==> src/rtl/pipelined_control_unit.sv <==
// ID/EX control register plus hazard, branch-redirect and forwarding control for the
// 5-stage RV32I pipeline, with saturating stall/flush event counters.
module pipelined_control_unit #(
    parameter int REG_ADDR_WIDTH = 5,
    parameter int ALU_CTRL_WIDTH = 4,
    parameter int MEM_CTRL_WIDTH = 3,
    parameter int CNT_WIDTH      = 16
) (
    input  logic                      iClk,
    input  logic                      iRst,
    input  logic                      iHold,
    input  logic                      iIdValid,
    input  logic [REG_ADDR_WIDTH-1:0] iIdRs1,
    input  logic [REG_ADDR_WIDTH-1:0] iIdRs2,
    input  logic [REG_ADDR_WIDTH-1:0] iIdRd,
    input  logic                      iIdUsesRs1,
    input  logic                      iIdUsesRs2,
    input  logic [ALU_CTRL_WIDTH-1:0] iIdAluCtrl,
    input  logic [MEM_CTRL_WIDTH-1:0] iIdMemCtrl,
    input  logic                      iIdAluSrc,
    input  logic                      iIdResultSrc,
    input  logic                      iIdMemRead,
    input  logic                      iIdMemWrite,
    input  logic                      iIdRegWrite,
    input  logic                      iIdBranch,
    input  logic                      iIdBranchInv,
    input  logic                      iIdJump,
    input  logic                      iExZero,
    input  logic [REG_ADDR_WIDTH-1:0] iMemRd,
    input  logic                      iMemRegWrite,
    input  logic [REG_ADDR_WIDTH-1:0] iWbRd,
    input  logic                      iWbRegWrite,
    output logic                      oExValid,
    output logic [REG_ADDR_WIDTH-1:0] oExRs1,
    output logic [REG_ADDR_WIDTH-1:0] oExRs2,
    output logic [REG_ADDR_WIDTH-1:0] oExRd,
    output logic                      oExUsesRs1,
    output logic                      oExUsesRs2,
    output logic [ALU_CTRL_WIDTH-1:0] oExAluCtrl,
    output logic [MEM_CTRL_WIDTH-1:0] oExMemCtrl,
    output logic                      oExAluSrc,
    output logic                      oExResultSrc,
    output logic                      oExMemRead,
    output logic                      oExMemWrite,
    output logic                      oExRegWrite,
    output logic                      oExBranch,
    output logic                      oExBranchInv,
    output logic                      oExJump,
    output logic                      oStall,
    output logic                      oFlush,
    output logic                      oPCSrc,
    output logic [1:0]                oFwdA,
    output logic [1:0]                oFwdB,
    output logic [CNT_WIDTH-1:0]      oStallCount,
    output logic [CNT_WIDTH-1:0]      oFlushCount
);

    typedef struct packed {
        logic                      valid;
        logic [REG_ADDR_WIDTH-1:0] rs1;
        logic [REG_ADDR_WIDTH-1:0] rs2;
        logic [REG_ADDR_WIDTH-1:0] rd;
        logic                      uses_rs1;
        logic                      uses_rs2;
        logic [ALU_CTRL_WIDTH-1:0] alu_ctrl;
        logic [MEM_CTRL_WIDTH-1:0] mem_ctrl;
        logic                      alu_src;
        logic                      result_src;
        logic                      mem_read;
        logic                      mem_write;
        logic                      reg_write;
        logic                      branch;
        logic                      branch_inv;
        logic                      jump;
    } idex_t;

    idex_t                idex_q, idex_d;
    logic [CNT_WIDTH-1:0] stall_cnt_q, stall_cnt_d;
    logic [CNT_WIDTH-1:0] flush_cnt_q, flush_cnt_d;
    logic                 taken;
    logic                 loaduse;

    function automatic logic [1:0] fwd_sel(
        input logic [REG_ADDR_WIDTH-1:0] rs,
        input logic [REG_ADDR_WIDTH-1:0] mem_rd,
        input logic                      mem_we,
        input logic [REG_ADDR_WIDTH-1:0] wb_rd,
        input logic                      wb_we
    );
        if (mem_we && (mem_rd != '0) && (mem_rd == rs)) return 2'b10;
        if (wb_we && (wb_rd != '0) && (wb_rd == rs))    return 2'b01;
        return 2'b00;
    endfunction

    always_comb begin
        taken   = idex_q.valid & (idex_q.jump | (idex_q.branch & (iExZero ^ idex_q.branch_inv)));
        loaduse = iIdValid & idex_q.valid & idex_q.mem_read & (idex_q.rd != '0)
                & ((iIdUsesRs1 & (iIdRs1 == idex_q.rd)) | (iIdUsesRs2 & (iIdRs2 == idex_q.rd)));
        oPCSrc  = taken & ~iHold;
        oFlush  = taken & ~iHold;
        oStall  = loaduse & ~taken & ~iHold;
        oFwdA   = fwd_sel(idex_q.rs1, iMemRd, iMemRegWrite, iWbRd, iWbRegWrite);
        oFwdB   = fwd_sel(idex_q.rs2, iMemRd, iMemRegWrite, iWbRd, iWbRegWrite);
    end

    // Enables are masked with the valid bit on capture so an empty slot can never act.
    always_comb begin
        idex_d = idex_q;
        if (!iHold) begin
            if (taken || loaduse) begin
                idex_d = '0;
            end else begin
                idex_d.valid      = iIdValid;
                idex_d.rs1        = iIdRs1;
                idex_d.rs2        = iIdRs2;
                idex_d.rd         = iIdRd;
                idex_d.uses_rs1   = iIdUsesRs1;
                idex_d.uses_rs2   = iIdUsesRs2;
                idex_d.alu_ctrl   = iIdAluCtrl;
                idex_d.mem_ctrl   = iIdMemCtrl;
                idex_d.alu_src    = iIdAluSrc;
                idex_d.result_src = iIdResultSrc;
                idex_d.mem_read   = iIdMemRead & iIdValid;
                idex_d.mem_write  = iIdMemWrite & iIdValid;
                idex_d.reg_write  = iIdRegWrite & iIdValid;
                idex_d.branch     = iIdBranch & iIdValid;
                idex_d.branch_inv = iIdBranchInv;
                idex_d.jump       = iIdJump & iIdValid;
            end
        end
    end

    always_comb begin
        stall_cnt_d = stall_cnt_q;
        flush_cnt_d = flush_cnt_q;
        if (oStall && (stall_cnt_q != '1)) stall_cnt_d = stall_cnt_q + CNT_WIDTH'(1);
        if (oFlush && (flush_cnt_q != '1)) flush_cnt_d = flush_cnt_q + CNT_WIDTH'(1);
    end

    always_ff @(posedge iClk or posedge iRst) begin
        if (iRst) begin
            idex_q      <= '0;
            stall_cnt_q <= '0;
            flush_cnt_q <= '0;
        end else begin
            idex_q      <= idex_d;
            stall_cnt_q <= stall_cnt_d;
            flush_cnt_q <= flush_cnt_d;
        end
    end

    assign oExValid     = idex_q.valid;
    assign oExRs1       = idex_q.rs1;
    assign oExRs2       = idex_q.rs2;
    assign oExRd        = idex_q.rd;
    assign oExUsesRs1   = idex_q.uses_rs1;
    assign oExUsesRs2   = idex_q.uses_rs2;
    assign oExAluCtrl   = idex_q.alu_ctrl;
    assign oExMemCtrl   = idex_q.mem_ctrl;
    assign oExAluSrc    = idex_q.alu_src;
    assign oExResultSrc = idex_q.result_src;
    assign oExMemRead   = idex_q.mem_read;
    assign oExMemWrite  = idex_q.mem_write;
    assign oExRegWrite  = idex_q.reg_write;
    assign oExBranch    = idex_q.branch;
    assign oExBranchInv = idex_q.branch_inv;
    assign oExJump      = idex_q.jump;
    assign oStallCount  = stall_cnt_q;
    assign oFlushCount  = flush_cnt_q;

endmodule
==> config.mk <==
export PLATFORM = sky130hd
export DESIGN_NAME = pipelined_control_unit
export DESIGN_NICKNAME = d
export VERILOG_FILES = /design/src/rtl/pipelined_control_unit.sv
export SDC_FILE = /design/constraint.sdc
export NUM_CORES = 1
export LEC_CHECK = 0
export ABC_CLOCK_PERIOD_IN_PS = 1700
export CORE_MARGIN = 2
export CORE_UTILIZATION = 40
export DETAILED_ROUTE_END_ITERATION = 8
export GPL_TIMING_DRIVEN = 0
export PLACE_DENSITY = 0.77
export REMOVE_ABC_BUFFERS = 1
export SYNTH_ARGS = -nofsm -noshare
export SYNTH_HDL_FRONTEND = slang
export SYNTH_SLANG_ARGS = --single-unit
==> constraint.sdc <==
create_clock -name iClk -period 1.7 [get_ports iClk]
set_input_delay 0.255 -clock iClk [delete_from_list [all_inputs] [get_ports iClk]]
set_output_delay 0.255 -clock iClk [all_outputs]
set_load 0.005 [all_outputs]
# Yosys cells after proc, flatten, opt, wreduce, memory -nomap -nowiden

Index checks and enable logic that the tools add are counted.

Register bits: 65
Word-level logic and storage cells: 76

$add $sub $neg: 2
Equal/unequal tests: 8
Muxes and demuxes: 15
Bitwise gates (word level): 21
Reduce and logical (&&, ||, !) cells: 12

Operators with widths:

| cell                                          | count |
|---|---|
| two-way mux 33 bit                            | 1 |
| adder 16 x 1 -> 16 bit, second input constant | 2 |
| inequality test 16 bit, second input constant | 2 |
| equality test 5 bit                           | 6 |
| bitwise AND 1 bit                             | 16 |
| two-way mux 2 bit                             | 8 |
| nonzero test 5 bit                            | 3 |
| logical AND 1 bit                             | 8 |
| two-way mux 1 bit                             | 6 |
| NOT 1 bit                                     | 2 |
| bitwise OR 1 bit                              | 2 |
| logical OR 1 bit                              | 1 |
| XOR 1 bit                                     | 1 |

# Longest topological paths before layout

Depth in word-level cells: 8
Gate-level depth with buffers: 8
Gate-level depth less buffers: 7

# Least setup slack after synthesis

Ideal clock, no wire load.

Path type: reg-to-reg
From: reg stall_cnt_q[0], in the netlist oStallCount[0]
To: reg stall_cnt_q[1], in the netlist oStallCount[1]
Setup time: 125 ps
Data arrival time: 1778 ps
Slack: -203 ps
Stages on the path, launching flop included: 7
Period minus slack after synthesis: 1903 ps
Cells stage by stage: dfrtp_1 ha_1 inv_1 or3b_1 o21ba_4 nand3_4 mux2_2

Cells in the longest elaborated chain, start to end: 2
Elaborated cells on any way between the ends: 3
Classes of those cells: 1 x add/sub; 1 x eq/ne; 1 x reduce/logical

RTL lines:

| element                                                                        | line | source |
|---|---|---|
| from (decl)                                                                    | 78   | `logic [CNT_WIDTH-1:0] stall_cnt_q, stall_cnt_d;` |
| from (signal assigned)                                                         | 147  | `stall_cnt_q <= stall_cnt_d;` |
| parallel branches: the longest is 2 deep, another holds adder 16 x 1 -> 16 bit | n/a  |  |

Several ways; the timed one is not identified.
A chain may end at the register's enable or synchronous reset.

# Worst setup path in the final report

From: reg idex_q, in the netlist oExRs1[4]
To: out oFwdA[0]

Cells in the longest elaborated chain, start to end: 6
Elaborated cells on any way between the ends: 10
Classes of those cells: 2 x eq/ne; 6 x mux; 2 x reduce/logical

RTL lines:

| element                         | line | source |
|---|---|---|
| from (decl)                     | 77   | `idex_t idex_q, idex_d;` |
| from (signal assigned)          | 146  | `idex_q <= idex_d;` |
| equality test 5 bit             | 91   | `if (wb_we && (wb_rd != '0) && (wb_rd == rs)) return 2'b01;` |
| logical AND 1 bit               | 91   |  |
| two-way mux 1 bit (2 in series) | 91   |  |
| two-way mux 2 bit               | 92   | `return 2'b00;` |
| two-way mux 2 bit *             | 91   |  |
| to (decl)                       | 52   | `output logic [1:0] oFwdA,` |

Mark *: on every way between the ends. The rest lies on a longest branch, timed or not. The select of a mux whose other input is x is not followed.

==> reports/metrics.csv <==
stage,metric,value,unit
critical_path,r2r-end,oStallCount[4]$_DFFE_PP0P_,
timing,setup_viol,63,
placed_design,gp_congestion,0.782,
die,die-area,8700,µm²
run,drv_cap,0,
timing,max_slew_margin,0.569,
clocking,root_buffer,clkbuf_8,
critical_path,cp_num_buf_inv,1,
logic_synthesis,ys_seq_elements,65,
clocking,cts_buffers,9,
critical_path,cp_slowest_cell,or4_1,
die,die_w,93.3,µm
grt,grt_pass1_vias,2984,
timing,worst_pin_slew,0.645,ns
grt,grt.total_usage,0.225,
clocking,cts_tree,built,
clocking,clkLatencyLatePin,0.34,ns
power,power_density,752,nW/µm²
clocking,clkSinkCount,65,
routing,vias,3044,
placed_design,hpwlAfterDp,5900,µm
clocking,clk_pin_slew,0.07,ns
logic_synthesis,syn_area_per_cell,11.9,µm²
placed_design,postPlaceCellArea,4470,µm²
grt,grt_pass1_wl,15200,µm
timing,fmax,481,MHz
routing,viasPerCell,5.28,
outcome,violations,setup timing,
die,die_h,93.3,µm
grt,overflow,0,
routing,finalWirelength,10700,µm
routing,wl_per_cell,18.6,µm
critical_path,required,1.44,ns
critical_path,end_kind,output port,
critical_path,reg2regPathDepth,7,
outcome,status,finished with violations,
grt,grt_max_degree,38,
min_path,hp-class,in -> async,
critical_path,crit-reg2reg-launch,oExBranchInv$_DFFE_PP0N_,
layout,final_common_cell,clkdlybuf4s50_1,
die,start_util,0.412,
critical_path,cp_data_arrival_time,1.82,ns
layout,ff_latch_area,1640,µm²
placed_design,io_buffers,120,
layout,antennaDiodeCount,0,
layout,drive_gt1_frac,0.390,
clocking,clk_path_buf_depth,2,
timing,finalCritPeriodShare,1.22,
layout,nets,520,
power,p_total,4.28,mW
logic_synthesis,synth-main-ff-cell,dfrtp_1,
critical_path,reg2reg_slack,-0.27,ns
timing,setup_ws,-0.379,ns
timing,finalCriticalPeriod,2.08,ns
critical_path,cp_top_family,simple AND/OR/NAND/NOR gates,
critical_path,crit_chain,"xor2_1, or4_1, nor4_1, buf_2",
logic_synthesis,syn_inst,268,
power,p_leak,2.56,nW
layout,final_cell_mix,"clkdlybuf4s50_1, buf_4, dfrtp_1",
timing,skew,0.0117,ns
logic_synthesis,netlist_area,3190,µm²
die,io_pins,121,
logic_synthesis,yosysSeqAreaShare,0.510,
power,ir_worst_vdd,525,µV
die,rows,32,
critical_path,slowest_delay,0.51,ns
layout,fillerInstances,500,
logic_synthesis,yosys_warnings,0,
routing,firstDrtPassIters,4,
timing,slew_viol_final,0,
critical_path,path_max_fanout,2,
timing,rsz0062_at_grt,true,
clocking,hold_buffers,0,
logic_synthesis,async_flop_share,1.00,
layout,fin_area,5680,µm²
die,core_area,7730,µm²
logic_synthesis,synthDistinctLibCells,41,
routing,drt_iter0_markers,116,
grt,antenna_found_initial,0,
logic_synthesis,synth_edf_count,0,
clocking,ctsHtreeMaxLevel,3,
layout,area_growth,78.4,%
timing,hold_viol,0,
routing,postRouteAntennaNets,0,
layout,multi_input_area,1850,µm²
critical_path,critPathKind,reg -> out,
critical_path,start_kind,register,
routing,drc,0,
routing by layer:
layer,wire (µm),part of all wire,up-vias,track usage
met1,4420,0.41,1521,0.286
met2,5420,0.51,119,0.384
met3,596,0.056,26,0.0475
met5,0,0,-,0
met4,281,0.026,0,0.0699
li1,-,-,1378,-
final cells by class:
class	instances	share of cell area
Inverter	3	0.00198
Clock buffer	11	0.0249
Tap cell	102	0.0225
Multi-Input combinational cell	190	0.326
Clock inverter	5	0.00969
Timing Repair Buffer	200	0.326
Sequential cell	65	0.289
worst max-delay path by stage:
| stage | from | to | slack, ns | cells past startpoint |
|---|---|---|---|---|
| 3_5_place_dp | iHold | oFlushCount[13]$_DFFE_PP0P_ | -1.36 | 6 |
| 6_report | oExRs1[4]$_DFFE_PP0N_ | oFwdA[0] | -0.38 | 4 |
| 5_1_grt | oExRs1[4]$_DFFE_PP0N_ | oFwdA[0] | -0.43 | 4 |
| 4_1_cts | oExRs2[1]$_DFFE_PP0N_ | oFwdB[0] | -0.45 | 4 |
| 2_1_floorplan | oStallCount[0]$_DFFE_PP0P_ | oStallCount[1]$_DFFE_PP0P_ | -0.20 | 6 |
| 3_3_place_gp | iHold | oFlushCount[13]$_DFFE_PP0P_ | -1.32 | 6 |
stage by stage:
step            util  hold slack (ns)  worst slack, ns  setup TNS, ns  std cells
6_report       0.736            0.320           -0.379          -5.28        576
5_1_grt        0.736            0.378           -0.430         -10.25        576
4_1_cts        0.685            0.327           -0.445          -2.65        552
3_5_place_dp   0.579            0.480            -1.36         -82.63        480
3_3_place_gp   0.576            0.476            -1.32        -164.74        479
2_1_floorplan      -            0.383           -0.203         -14.30        257
report_power, final:
group          leakage (nW)  internal (mW)  switching (mW)
clock network        0.0953          0.713           0.605
logic                  1.63          0.701           0.447
registers             0.829           1.68           0.134
total                  2.56           3.09            1.19
cells in the mapped netlist, types with 4 or more instances:
| master | count | share of area |
|---|---|---|
| nand4_1 | 15 | 0.029 |
| and3_1 | 8 | 0.016 |
| a32o_1 | 5 | 0.016 |
| xnor2_1 | 34 | 0.093 |
| nand2_1 | 10 | 0.012 |
| a22o_1 | 28 | 0.077 |
| xor2_1 | 25 | 0.069 |
| nand3_1 | 14 | 0.022 |
| nor4_1 | 4 | 0.0079 |
| or4_1 | 4 | 0.0094 |
| nor2_1 | 10 | 0.012 |
| dfrtp_1 | 65 | 0.51 |
| buf_2 | 4 | 0.0063 |
flip-flops by register name (all words and copies together) (netlist names), 3 cells and up:
register,cells
oExAluCtrl,4
oExMemCtrl,3
oExRd,5
oExRs1,5
oExRs2,5
oFlushCount,16
oStallCount,16
cell families after synthesis:
family,synth area share
and+or+nand+nor,0.155
DFF,0.510
xor gates and xnor gates,0.167
AOI/OAI and AO/OA,0.125
buffers and inverters,0.0239
muxes,0.0102
adders and majority gates,0.00785
worst register-to-register path: cells and delay by family (launching register included):
kind	cells	cell delay, ns
DFF	1	0.41
xor gates and xnor gates	2	0.29
AOI/OAI and AO/OA	2	0.49
buffers and inverters	1	0.14
and+or+nand+nor	2	0.54
what timing repair did:
item                       in CTS  in global routing
resized for setup              99                 52
buffers inserted               55                 32
pin swaps                      54                 62
setup endpoints to repair      73                 72
cloned                          1                  0
(Power assumes the default switching activity.)
